==> config.mk <==
export PLATFORM = sky130hd
export DESIGN_NAME = uart_tx_drain
export DESIGN_NICKNAME = d
export VERILOG_FILES = /design/src/rtl/uart_tx_drain.sv
export SDC_FILE = /design/constraint.sdc
export NUM_CORES = 1
export LEC_CHECK = 0
export ABC_AREA = 1
export BUFFER_PORTS_ARGS = -buffer_cell sky130_fd_sc_hd__buf_2
export CELL_PAD_IN_SITES_DETAIL_PLACEMENT = 2
export CELL_PAD_IN_SITES_GLOBAL_PLACEMENT = 2
export CORE_UTILIZATION = 31
export CTS_CLUSTER_SIZE = 28
export DETAILED_ROUTE_END_ITERATION = 16
export PLACE_DENSITY = 0.77
export SYNTH_ARGS = -nofsm -noshare
export SYNTH_HDL_FRONTEND = slang
export SYNTH_SLANG_ARGS = --single-unit
==> constraint.sdc <==
create_clock -name clk -period 1.7 [get_ports clk]
set_clock_uncertainty 0.1 [all_clocks]
set_input_delay 0.17 -clock clk [delete_from_list [all_inputs] [get_ports clk]]
set_output_delay 0.17 -clock clk [all_outputs]
set_load 0.05 [all_outputs]
==> src/rtl/uart_tx_drain.sv <==
// Drains a show-ahead byte FIFO onto an 8N1 UART line, LSB first.
// Define UART_TX_PARITY_EN to insert an even-parity bit before stop.
module uart_tx_drain #(
   parameter int DATA_WIDTH   = 8,
   parameter int CLKS_PER_BIT = 868
) (
   input  logic                  clk,
   input  logic                  rstn,
   input  logic                  enable,
   input  logic                  fifo_empty,
   input  logic [DATA_WIDTH-1:0] fifo_data,
   output logic                  fifo_deq,
   output logic                  tx,
   output logic                  busy
);

   localparam int BW = (CLKS_PER_BIT > 1) ? $clog2(CLKS_PER_BIT) : 1;
   localparam int CW = $clog2(DATA_WIDTH + 1);
   localparam logic [BW-1:0] BAUD_LAST = BW'(CLKS_PER_BIT - 1);
   localparam logic [CW-1:0] BIT_LAST  = CW'(DATA_WIDTH - 1);

   typedef enum logic [2:0] {
      IDLE, START, DATA, PARITY, STOP
   } state_t;

   state_t                state, state_d;
   logic [BW-1:0]         baud_q, baud_d;
   logic [CW-1:0]         bit_q, bit_d;
   logic [DATA_WIDTH-1:0] shreg_q, shreg_d;
   logic                  tx_d, busy_d;
   logic                  bit_end, load;
`ifdef UART_TX_PARITY_EN
   logic                  par_q, par_d;
`endif

   assign bit_end = (baud_q == BAUD_LAST);
   // rstn gates load so no pop can be issued while reset is asserted
   assign load = ((state == IDLE) | ((state == STOP) & bit_end))
               & enable & ~fifo_empty & rstn;

   always_ff @(posedge clk or negedge rstn) begin
      if (!rstn) begin
         state   <= IDLE;
         baud_q  <= '0;
         bit_q   <= '0;
         shreg_q <= '0;
         tx      <= 1'b1;
         busy    <= 1'b0;
`ifdef UART_TX_PARITY_EN
         par_q   <= 1'b0;
`endif
      end else begin
         state   <= state_d;
         baud_q  <= baud_d;
         bit_q   <= bit_d;
         shreg_q <= shreg_d;
         tx      <= tx_d;
         busy    <= busy_d;
`ifdef UART_TX_PARITY_EN
         par_q   <= par_d;
`endif
      end
   end

   always_comb begin
      state_d = state;
      case (state)
         IDLE:   if (load) state_d = START;
         START:  if (bit_end) state_d = DATA;
         DATA: begin
            if (bit_end && (bit_q == BIT_LAST)) begin
`ifdef UART_TX_PARITY_EN
               state_d = PARITY;
`else
               state_d = STOP;
`endif
            end
         end
         PARITY: if (bit_end) state_d = STOP;
         STOP: begin
            if (load)
               state_d = START;
            else if (bit_end)
               state_d = IDLE;
         end
         default: state_d = IDLE;
      endcase
   end

   // tx/busy are computed from the next state so the registered
   // outputs line up with the state they describe
   always_comb begin
      fifo_deq = load;
      baud_d   = '0;
      bit_d    = bit_q;
      shreg_d  = shreg_q;
`ifdef UART_TX_PARITY_EN
      par_d    = par_q;
`endif
      if (state != IDLE && !load && !bit_end)
         baud_d = baud_q + 1'b1;
      if (load) begin
         shreg_d = fifo_data;
         bit_d   = '0;
`ifdef UART_TX_PARITY_EN
         par_d   = ^fifo_data;
`endif
      end else if (state == DATA && bit_end) begin
         bit_d   = bit_q + 1'b1;
         shreg_d = shreg_q >> 1;
      end
      case (state_d)
         START:   tx_d = 1'b0;
         DATA:    tx_d = shreg_d[0];
`ifdef UART_TX_PARITY_EN
         PARITY:  tx_d = par_d;
`endif
         default: tx_d = 1'b1;
      endcase
      busy_d = (state_d != IDLE);
   end

endmodule

**Word level (Yosys, flattened, before mapping)**

Index checks and enable logic that the tools add are counted.

- Add/sub/neg operators: 2
- Equality and inequality tests: 8
- Muxes and demuxes: 13
- Bitwise gates (word level): 6
- Reductions and logical operators: 10

Operator list:

| cell | count |
|---|---|
| $mux W3 | 6 |
| $mux W8 | 2 |
| $pmux W3 S5 | 1 |
| $add A10 B1 Y10 const B | 1 |
| $eq A10 B10 Y1 const B | 1 |
| $mux W10 | 1 |
| $eq A3 B2 Y1 const B | 3 |
| $mux W4 | 2 |
| $eq A3 B1 Y1 const B | 2 |
| $reduce_bool A3 Y1 | 2 |
| $add A4 B1 Y4 const B | 1 |
| $and A1 B1 Y1 | 4 |
| $eq A4 B3 Y1 const B | 1 |
| $logic_and A1 B1 Y1 | 4 |
| $eq A3 B3 Y1 const B | 1 |
| $logic_not A3 Y1 | 1 |
| $logic_not A1 Y1 | 2 |
| $pmux W1 S2 | 1 |
| $reduce_bool A2 Y1 | 1 |
| $not A1 Y1 | 1 |
| $or A1 B1 Y1 | 1 |

- Register bits after elaboration: 27
- Input bits: 12

**Longest topological paths before layout**

- Depth in word-level cells: 10
- Mapped depth: 11
- Gate-level depth less buffers: 11

**Worst setup path before layout**

OpenSTA, ideal clock, no wires.

- Kind: register to register
- Start point: register baud_q[0]
- End point: register shreg_q[3]
- Library setup time: 0.087 ns
- Data arrival time: 1.553 ns
- Setup slack: -0.040 ns
- Cell stages (with the launch flop): 8
- Buffers on the path: 0
- Path through: dfrtp_1 -> ha_1 -> nand2_1 -> nor2_4 -> nand3_4 -> a21boi_4 -> nand2_1 -> o211ai_1

- Word-level cells in the longest chain between the ends: 7
- Elaborated cells between the ends (all ways): 9
- Classes of those cells: 1 x eq/ne; 1 x mux; 5 x bitwise; 2 x reduce/logical

Ends and longest elaborated chain:

| element | RTL line | source |
|---|---|---|
| start: declaration | 27 | `logic [BW-1:0] baud_q, baud_d;` |
| start signal: assignment | 54 | `baud_q <= baud_d;` |
| $eq A10 B10 Y1 (*) | 36 | `assign bit_end = (baud_q == BAUD_LAST);` |
| $and A1 B1 Y1 (*) | 38 | `assign load = ((state == IDLE) \| ((state == STOP) & bit_end))` |
| $or A1 B1 Y1 (*) | 38 |  |
| $and A1 B1 Y1 (*) (3 in a row) | 39 | `& enable & ~fifo_empty & rstn;` |
| named net fifo_deq | 12 | `output logic fifo_deq,` |
| $mux W8 or $reduce_bool A2 Y1 (tied branches) | n/a |  |
| end signal: assignment | 56 | `shreg_q <= shreg_d;` |
| end: declaration | 29 | `logic [DATA_WIDTH-1:0] shreg_q, shreg_d;` |

Mark *: on every way through the listed nets, which the timed path passes. The rest lies on a longest branch.
A chain may end at the register's enable or synchronous reset.

**Final worst setup path**

- Start point: register baud_q[8]
- End point: output fifo_deq

- Word-level cells in the longest chain between the ends: 6

Ends and longest elaborated chain:

| element | RTL line |
|---|---|
| $eq A10 B10 Y1 | 36 |
| $and A1 B1 Y1 | 38 |
| $or A1 B1 Y1 | 38 |
| $and A1 B1 Y1 (3 in a row) | 39 |
| end: declaration | 12 |

Every way passes these cells.

==> results.yml <==
floorplanning:
  die_y_um: 69.1
  rows: 24
  io-pin-count: 15
  dieArea_mm2: 0.00478
  core_mm2: 0.00435
  die_w_um: 69.1
  start_util_pct: 32.1
worst_setup_path:
  r2r_slack_ns: -0.07
  worstReg2RegEnd: "busy$_DFF_PN0_"
  r2r_start: "baud_q[8]$_DFF_PN0_"
  worstPathRequired_ns: 1.43
  path_cells: "nand2_1, nor2_2, nand3_4, a21boi_4, buf_6"
  crit_type: "flip-flop to output port"
  cp-endpoint: "fifo_deq"
  arrival_ns: 1.51
  cp.depth: 5
  cp_num_buf_inv: 1
  crit_path_start: "baud_q[8]$_DFF_PN0_"
  cp-start-kind: "flip-flop"
  reg2regPathDepth: 8
  slowest_delay_ns: 0.41
  crit_family: "simple AND/OR/NAND/NOR gates"
  critical-path-slowest-cell: "dfrtp_1"
  crit_fanout: 4
  endpoint_kind: "output port"
logic_synthesis:
  yosysSeqAreaShare_pct: 48.4
  synth_top_cell_by_area: "dfrtp_1"
  synth_top_area_share_pct: 46.6
  synth_nets: 182
  syn_inst: 168
  ys_warn_count: 0
  syn_avg_cell_area_um2: 8.32
  yosysUniqueCellTypes: 33
  synth.top_cells.by_area: "dfrtp_1 (47%), nand2_1 (13%), nand3_1 (4.3%)"
  netlist_area_mm2: 0.00140
  synth-seq-cells: 27
route:
  ant_nets: 0
  drtIter0Drc: 61
  vias: 1276
  drt-total-wl_um: 4600
  vias_per_cell: 4.95
  wire_per_inst_um: 17.8
  drt_first_pass_iters: 4
  drc: 0
grt:
  grt_overflow_total: 0
  busiest_layer: "met2"
  grt_pass1_vias: 1534
  gr-usage-met1_pct: 23.8
  grt_usage_pct: 20.4
  antenna_found_initial: 0
  grt_pass1_wl_um: 7740
  grt_max_degree: 28
  use_met2_pct: 39.4
  met3_usage_pct: 1.90
clock_network:
  cts_htree_levels: 1
  clockRootBuffer: "clkbuf_8"
  cts.sinks: 27
  clk_latency_ns: 0.28
  cts_made_buffers: 3
  cts_tree: "built"
  clock_path_buffers: 2
  clk_pin_slew_ns: 0.09
finish:
  nets: 221
  regArea_um2: 677
  multiInputGateArea_um2: 709
  drive_above_1_share_pct: 33.5
  nFillCells: 510
  final_common_cell: "nand2_1"
  diodes: 0
  layout-area-overhead-vs-synth_pct: 29.8
  final_cell_mix: "nand2_1 (45), dfrtp_1 (26), buf_4 (19)"
power_and_ir_drop:
  p_leak_nw: 0.852
  power_density_mw_per_mm2: 1020
  finalPower_mw: 1.86
  ir_drop_mv: 0.347
flow_run:
  drv_cap: 0
sta:
  grt_setup_unrepaired: "true"
  max_freq_mhz: 560
  period_needed_ns: 1.78
  fin_tns_setup_ns: -0.290
  finalCritPeriodShare_pct: 105
  setup_slack_ns: -0.0845
  setup_viol: 7
  relSlewSlack_pct: 75.8
  finalHoldViolCount: 0
  maxSlewViolCount: 0
  tightest_slew_ns: 0.363
worst_hold_path:
  holdPathStages: 3
  hold_class: "input port to flip-flop"
place:
  hpwl_um: 2960
  io_buffer_count: 14
  gp_congestion: 0.735
run_status:
  violations: "setup timing"
  status: "complete, but fails checks"
[cell families (layout without fill, tap and decap cells)]
kind of cell / count (synthesis) / count (layout) / share of synthesized area (%)
simple gates: 101 / 101 / 34.8
flops: 27 / 27 / 48.4
buf+inv: 20 / 58 / 5.73
compound gates: 15 / 15 / 7.34
xor+xnor: 3 / 3 / 1.88
fa+ha+maj: 2 / 2 / 1.79
[worst min path at each step]
stage	to	start
after CTS	shreg_q[2]$_DFFE_PN0P_	fifo_data[2]
after floorplan	baud_q[0]$_DFF_PN0_	rstn
after global routing	shreg_q[2]$_DFFE_PN0P_	fifo_data[2]
final	shreg_q[2]$_DFFE_PN0P_	fifo_data[2]
after detailed placement	baud_q[5]$_DFF_PN0_	rstn
after global placement	baud_q[5]$_DFF_PN0_	rstn
[flip-flops by register name, indices dropped and copies added, names as in the netlist]
| register | count |
|---|---|
| busy | 1 |
| tx | 1 |
| bit_q | 4 |
| state | 3 |
| shreg_q | 8 |
| baud_q | 10 |
[power by group]
group          switching, mW  internal [mW]  leakage [nW]
combinational          0.351          0.240         0.484
sequential             0.105          0.784         0.345
clock                  0.208          0.168        0.0228
total                  0.664           1.19         0.852
[routing by layer]
metal,share of wire (%),vias up
met5,0,-
li1,-,612
met4,1.8,0
met3,1.4,8
met1,40,642
met2,56,14
[through the flow]
stage                     setup WS [ns]  utilization (%)  area [um^2]  instances  hold slack [ns]
after floorplan                 -0.0260                -         1400        168           -0.226
after global placement           0.0580             36.4         1580        240            0.147
after detailed placement        0.00910             36.4         1580        240            0.168
after CTS                       -0.0457             40.5         1760        257          0.00589
after global routing             -0.161             41.7         1810        258           0.0175
final                           -0.0845             41.7         1810        258           0.0103
[Yosys cell counts]
library cell  count
nor2_4            1
a21oi_1           4
nor2_2            3
ha_1              2
nand3_2           1
nor2_1           13
nand2_4           1
xor2_1            2
nand3_4           1
clkinv_2          1
nand2_2           4
o211ai_1          2
nor3_2            2
nand2_1          49
inv_2             5
nor3b_1           1
dfrtp_1          26
o21bai_1          1
a21boi_4          1
dfstp_2           1
xnor2_1           1
nor4_1            1
nor3_1            7
o31ai_1           1
buf_4             1
o21ai_2           1
o21ai_0           5
nand3_1          12
or2_0             1
and2_1            1
nand4_1           2
inv_1            13
or2_2             1
[area by class of cell]
type	count	area share [%]
Inverter	19	4.34
Multi-Input combinational cell	121	39.1
Tap cell	52	3.59
Clock buffer	4	2.48
Sequential cell	27	37.3
Timing Repair Buffer	35	13.2
[what timing repair did]
action	in CTS	in global routing
gates cloned	0	0
buffers inserted	11	1
hold buffers	2	0
resized for setup	8	13
endpoints found under the setup margin	2	26
endpoints found under the hold margin	27	0
pin swaps	5	6
[worst register-to-register path, delay by kind of cell (launching register included)]
family,cells,cell delay [ns]
AOI/OAI and AO/OA,1,0.15
buffers and inverters,1,0.16
DFF,1,0.41
and+or+nand+nor,6,0.83
No activity file was read; power rests on OpenSTA's default activity.
